`src/rtl/dmem_lsu.sv`:
```
`default_nettype none
// ============================================================================
// Module      : dmem_lsu
// Description : MEM-stage load/store unit driving a word-wide data memory
//               that has a single write enable and no byte strobes.
//               Sub-word loads are lane-selected and sign/zero-extended.
//               Byte/half stores are done as read-modify-write.
//               One request is in flight at a time.
//               Completion is a single-cycle rsp_valid pulse.
// Ports       : clk, rst              - clock, async active-high reset
//               req_valid/req_ready   - request handshake
//               req_we/size/unsigned  - access type
//               req_addr/req_wdata    - byte address, right-justified data
//               rsp_valid/rdata/misaligned - completion pulse and result
//               mem_addr/wdata/we     - to dmem (addr, data_in, wrEn)
//               mem_rdata             - from dmem data_out
// Revision    : 1.0 - initial release
// ============================================================================
module dmem_lsu #(
    parameter int ADDR_WIDTH = 32,
    parameter int DATA_WIDTH = 32,  // lane logic assumes 32
    parameter int RD_LAT     = 1    // legal range 1..4
) (
    input  logic                  clk,
    input  logic                  rst,
    input  logic                  req_valid,
    output logic                  req_ready,
    input  logic                  req_we,
    input  logic [1:0]            req_size,
    input  logic                  req_unsigned,
    input  logic [ADDR_WIDTH-1:0] req_addr,
    input  logic [DATA_WIDTH-1:0] req_wdata,
    output logic                  rsp_valid,
    output logic [DATA_WIDTH-1:0] rsp_rdata,
    output logic                  rsp_misaligned,
    output logic [ADDR_WIDTH-1:0] mem_addr,
    output logic [DATA_WIDTH-1:0] mem_wdata,
    output logic                  mem_we,
    input  logic [DATA_WIDTH-1:0] mem_rdata
);

    typedef enum logic [1:0] {
        S_IDLE    = 2'd0,
        S_RD_WAIT = 2'd1,
        S_WRITE   = 2'd2,
        S_RESP    = 2'd3
    } state_t;

    // RD_WAIT spans RD_LAT+1 cycles; the counter runs 0..RD_LAT.
    localparam logic [2:0] C_RD_LAST = 3'(RD_LAT);

    state_t                r_state;
    state_t                w_next;

    // Captured request; only the fields still needed after acceptance.
    logic                  r_we;
    logic [1:0]            r_size;
    logic                  r_unsigned;
    logic [1:0]            r_addr_lo;
    logic [15:0]           r_wdata_lo;
    logic                  r_mis;
    logic [2:0]            r_cnt;
    logic [DATA_WIDTH-1:0] r_rdata;
    logic [ADDR_WIDTH-1:0] r_mem_addr;
    logic [DATA_WIDTH-1:0] r_mem_wdata;

    logic                  w_accept;
    logic                  w_rd_done;
    logic                  w_req_mis;
    logic                  w_word_store;
    logic [DATA_WIDTH-1:0] w_merge;
    logic [DATA_WIDTH-1:0] w_load;
    logic [7:0]            w_lane_b;
    logic [15:0]           w_lane_h;

    assign w_req_mis = (req_size == 2'b11) ||
                       ((req_size == 2'b01) && req_addr[0]) ||
                       ((req_size == 2'b10) && (req_addr[1:0] != 2'b00));
    assign w_word_store = req_we && (req_size == 2'b10);

    assign mem_addr  = r_mem_addr;
    assign mem_wdata = r_mem_wdata;

    // ------------------------------------------------------------------------
    // FSM state register
    // ------------------------------------------------------------------------
    always_ff @(posedge clk or posedge rst) begin
        if (rst) begin
            r_state <= S_IDLE;
        end else begin
            r_state <= w_next;
        end
    end

    // ------------------------------------------------------------------------
    // Next state and outputs. req_ready and mem_we are gated by rst so that
    // they fall immediately on reset assertion, not at the next edge.
    // ------------------------------------------------------------------------
    always_comb begin
        w_next         = r_state;
        req_ready      = 1'b0;
        mem_we         = 1'b0;
        rsp_valid      = 1'b0;
        rsp_misaligned = 1'b0;
        rsp_rdata      = '0;
        w_accept       = 1'b0;
        w_rd_done      = 1'b0;
        case (r_state)
            S_IDLE: begin
                req_ready = !rst;
                if (req_valid && !rst) begin
                    w_accept = 1'b1;
                    if (w_req_mis) begin
                        w_next = S_RESP;
                    end else if (w_word_store) begin
                        w_next = S_WRITE;
                    end else begin
                        w_next = S_RD_WAIT;
                    end
                end
            end
            S_RD_WAIT: begin
                if (r_cnt == C_RD_LAST) begin
                    w_rd_done = 1'b1;
                    w_next    = r_we ? S_WRITE : S_RESP;
                end
            end
            S_WRITE: begin
                mem_we = !rst;
                w_next = S_RESP;
            end
            S_RESP: begin
                rsp_valid      = 1'b1;
                rsp_misaligned = r_mis;
                rsp_rdata      = (r_we || r_mis) ? '0 : w_load;
                w_next         = S_IDLE;
            end
            default: w_next = S_IDLE;
        endcase
    end

    // ------------------------------------------------------------------------
    // Store merge: replace the addressed lane of the word just read.
    // ------------------------------------------------------------------------
    always_comb begin
        w_merge = mem_rdata;
        if (r_size == 2'b00) begin
            w_merge[{r_addr_lo, 3'b000} +: 8] = r_wdata_lo[7:0];
        end else begin
            w_merge[{r_addr_lo[1], 4'b0000} +: 16] = r_wdata_lo;
        end
    end

    // ------------------------------------------------------------------------
    // Load extraction and extension from the registered read word.
    // ------------------------------------------------------------------------
    always_comb begin
        w_lane_b = r_rdata[{r_addr_lo, 3'b000} +: 8];
        w_lane_h = r_rdata[{r_addr_lo[1], 4'b0000} +: 16];
        case (r_size)
            2'b00:   w_load = r_unsigned ? {{(DATA_WIDTH-8){1'b0}}, w_lane_b}
                                         : {{(DATA_WIDTH-8){w_lane_b[7]}}, w_lane_b};
            2'b01:   w_load = r_unsigned ? {{(DATA_WIDTH-16){1'b0}}, w_lane_h}
                                         : {{(DATA_WIDTH-16){w_lane_h[15]}}, w_lane_h};
            default: w_load = r_rdata;
        endcase
    end

    // ------------------------------------------------------------------------
    // Datapath registers. mem_addr/mem_wdata hold their last values between
    // accesses; faulted requests leave them untouched.
    // ------------------------------------------------------------------------
    always_ff @(posedge clk or posedge rst) begin
        if (rst) begin
            r_we        <= 1'b0;
            r_size      <= 2'b00;
            r_unsigned  <= 1'b0;
            r_addr_lo   <= 2'b00;
            r_wdata_lo  <= '0;
            r_mis       <= 1'b0;
            r_cnt       <= '0;
            r_rdata     <= '0;
            r_mem_addr  <= '0;
            r_mem_wdata <= '0;
        end else begin
            if (w_accept) begin
                r_we       <= req_we;
                r_size     <= req_size;
                r_unsigned <= req_unsigned;
                r_addr_lo  <= req_addr[1:0];
                r_wdata_lo <= req_wdata[15:0];
                r_mis      <= w_req_mis;
                r_cnt      <= '0;
                if (!w_req_mis) begin
                    r_mem_addr <= {req_addr[ADDR_WIDTH-1:2], 2'b00};
                    if (w_word_store) begin
                        r_mem_wdata <= req_wdata;
                    end
                end
            end
            if ((r_state == S_RD_WAIT) && !w_rd_done) begin
                r_cnt <= r_cnt + 3'd1;
            end
            // Edge ending the last RD_WAIT cycle: read data is valid here.
            if (w_rd_done) begin
                r_rdata <= mem_rdata;
                if (r_we) begin
                    r_mem_wdata <= w_merge;
                end
            end
        end
    end

endmodule
`default_nettype wire
```
`config.mk`:
```
export PLATFORM = sky130hd
export DESIGN_NAME = dmem_lsu
export DESIGN_NICKNAME = d
export VERILOG_FILES = /design/src/rtl/dmem_lsu.sv
export SDC_FILE = /design/constraint.sdc
export NUM_CORES = 1
export LEC_CHECK = 0
export CORE_MARGIN = 3
export CORE_UTILIZATION = 25
export CTS_BUF_LIST = sky130_fd_sc_hd__clkbuf_8
export CTS_CLUSTER_DIAMETER = 120
export DETAILED_ROUTE_END_ITERATION = 8
export PLACE_DENSITY = 0.56
export SKIP_CTS_REPAIR_TIMING = 1
export SLEW_MARGIN = 20
export SYNTH_ARGS = -nofsm -noshare
export SYNTH_HDL_FRONTEND = slang
export SYNTH_SLANG_ARGS = --single-unit
```
`constraint.sdc`:
```
create_clock -name clk -period 4.7 [get_ports clk]
set_input_delay 0.94 -clock clk [delete_from_list [all_inputs] [get_ports clk]]
set_output_delay 0.94 -clock clk [all_outputs]
set_load 0.02 [all_outputs]
```
==> flow_summary.json, run 1 <==
{
  "dr.pass1.iters": 6,
  "cp_max_fo": 18,
  "period_minus_slack_ns": 4.226,
  "die_area_mm2": 0.02805,
  "end_kind": "primary output",
  "wl_mm": 22.61,
  "core_mm2": 0.02540,
  "cts_made_buffers": 17,
  "num_io_pins": 203,
  "skew_ns": 0.02050,
  "synth_seq_cells": 122,
  "io_buffer_count": 200,
  "synth_most_common_cell": "dfrtp_1",
  "r2r_slack_ns": 1.78,
  "status": "finished clean",
  "async_flop_share_pct": 100.0,
  "drc": 0,
  "yosys-top-cells-count": "dfrtp_1, nand2_1, mux2_2",
  "p_sw_share_pct": 41.83,
  "synth_edf_count": 0,
  "avgSynthCellArea_um2": 10.33,
  "cts-root-buf": "clkbuf_8",
  "cts_sinks": 122,
  "synth_seq_area_share_pct": 46.82,
  "initialDrtViolationCount": 399,
  "clk_latency_ns": 0.45,
  "die_x_um": 167.5,
  "worst_slack_ns": 0.4735,
  "die_height_um": 167.5,
  "dp_hpwl_mm": 16.85,
  "num-fill-cells": 2565,
  "drive_gt1_share_pct": 16.67,
  "hold_slack_ns": 0.5078,
  "clk_pin_slew_ns": 0.07,
  "cap_violations": 0,
  "ant_nets": 0,
  "nets": 936,
  "hold_viol": 0,
  "wire_per_inst_um": 19.42,
  "worst_pin_slew_ns": 0.9184,
  "place_ws_ns": 0.9500,
  "finalCritPeriodShare_pct": 89.93,
  "cts_tree": "done",
  "start_util_pct": 25.67,
  "fmax_ghz": 0.2366,
  "grt_max_degree": 69,
  "p_leak_nw": 3.910,
  "synth_top_area_share_pct": 46.82,
  "cts_max_path_buffers": 2,
  "pwr_density_cell_mw_per_mm2": 632.6,
  "grt_antenna_before_repair": 1,
  "antenna_cells": 0,
  "vias": 5593,
  "final-setup-viol-count": 0,
  "synth_top_area_cell": "dfrtp_1",
  "avgViaCountPerCell": 4.805,
  "p_seq_share_pct": 34.1,
  "grt_pass1_wl_mm": 34.99,
  "area_delta_synth_final_pct": 41.83,
  "switchingPower_mw": 2.447,
  "ys.flop_type": "dfrtp_1",
  "p_int_mw": 3.403,
  "cts_max_level": 4,
  "syn_area_mm2": 0.006520,
  "gp_congestion": 0.8324,
  "required_ns": 3.76,
  "finalSetupTns_ns": 0,
  "grt_pass1_vias": 5828,
  "grt_use_total_pct": 15.98,
  "num_rows": 58,
  "worstHoldPathType": "reg -> reg",
  "critical_path_class": "reg -> out",
  "ys_top_cells_by_area": "dfrtp_1, mux2_2, mux2i_1",
  "clkPwrFrac_pct": 16.6,
  "combPwrFrac_pct": 49.2,
  "setup.worst_path.start_class": "flop",
  "syn_inst": 631,
  "ys_warn_count": 0,
  "irDropWorstVdd_mv": 0.2550,
  "relSlewSlack_pct": 38.78,
  "synth_cell_types": 44,
  "globalRouteOverflowTotal": 0,
  "rsz0062_at_grt": "no",
  "arrival_ns": 3.29,
  "slew_viol_final": 0
}
[power groups by stage]
stage	registers [mW]	logic [mW]	clock network (mW)
3_3_place_gp	2.00	2.88	0
5_1_grt	2.07	3.13	1.05
6_report	2.00	2.88	0.972
2_1_floorplan	2.15	1.50	0
3_5_place_dp	2.01	2.89	0
4_1_cts	1.99	2.91	1.00
[metrics by stage]
stage / std cells / utilization [%] / power [mW] / cell area (µm²)
final: 1164 / 36.41 / 5.850 / 9248
after global routing: 1164 / 36.41 / 6.247 / 9248
after CTS: 1164 / 36.41 / 5.906 / 9248
after detailed placement: 1132 / 34.84 / 4.903 / 8850
after global placement: 1132 / 34.84 / 4.881 / 8850
after floorplan: 632 / - / 3.649 / 6528
[final cells by class]
class                           instances  area (µm²)  area share [%]
Clock buffer                           17       234.0           2.530
Clock inverter                         15       163.9           1.772
Inverter                               27       105.1           1.137
Multi-Input combinational cell        441        3187           34.46
Sequential cell                       122        3053           33.01
Timing Repair Buffer                  212        2092           22.62
Tap cell                              330       412.9           4.465
[worst paths after layout]
check                                                 from                         end  cells past startpoint
worst max-delay path                r_state[0]$_DFFE_PP0P_               rsp_rdata[30]                      7
worst min-delay path            r_wdata_lo[11]$_DFFE_PP0N_  r_wdata_lo[11]$_DFFE_PP0N_                      2
worst max register to register    r_addr_lo[1]$_DFFE_PP0N_     mem_wdata[23]$_DFF_PP0_                      7
worst min register to register  r_wdata_lo[11]$_DFFE_PP0N_  r_wdata_lo[11]$_DFFE_PP0N_                      2
max in group asynchronous                              rst            r_we$_DFFE_PP0N_                      4
min in group asynchronous                              rst    mem_addr[31]$_DFFE_PP0P_                      3
[worst max-delay path: stages (launching register included)]
cell and delay [ns]:
dfrtp_1 0.40, ha_1 0.20, or3b_2 0.65, nor2_1 0.55, buf_4 0.29, nand2_1 0.08, nand2_1 0.07, clkdlybuf4s50_1 0.61
[registers in the layout, indices dropped and copies added (netlist names)]
signal      cells
r_we            1
r_addr_lo       2
r_rdata        32
r_mis           1
r_cnt           3
r_state         2
r_wdata_lo     16
mem_addr       30
r_size          2
r_unsigned      1
mem_wdata      32
[cells in the final DEF, fill, tap and decap left out, drive strengths merged, types with 14 or more instances in the layout]
cell	Yosys	final
clkdlybuf4s50	0	200
mux2	84	84
a21oi	33	33
dfrtp	122	122
nand2	101	101
clkbuf	25	17
inv	26	32
o21ai	43	43
a221oi	20	20
o22ai	15	15
mux2i	47	47
nor2	14	14
[logic make-up (layout without fill, tap and decap cells)]
group	Yosys count	count (layout)	share of synthesized area [%]
compound gates	144	144	14.01
fa+ha+maj	12	12	2.303
buf+inv	69	271	4.510
flops	122	122	46.82
mux	131	131	21.72
other cells	1	2	0.05752
simple gates	152	152	10.57
[layer usage]
metal	global-route usage [%]	part of all wire (%)	wire length, µm
met3	4.485	7.8	1760
met5	0	0.058	13
met4	4.162	1.4	315
met2	25.45	46	10500
met1	21.50	44	10010
Power figures use the tool's default switching activity.
==> run 2, diff against run 1 <==
GPL_ROUTABILITY_DRIVEN = 0   (was default)
==> results of run 2 <==
Same layout as run 1: the final DEF is identical, and so are final timing and power.
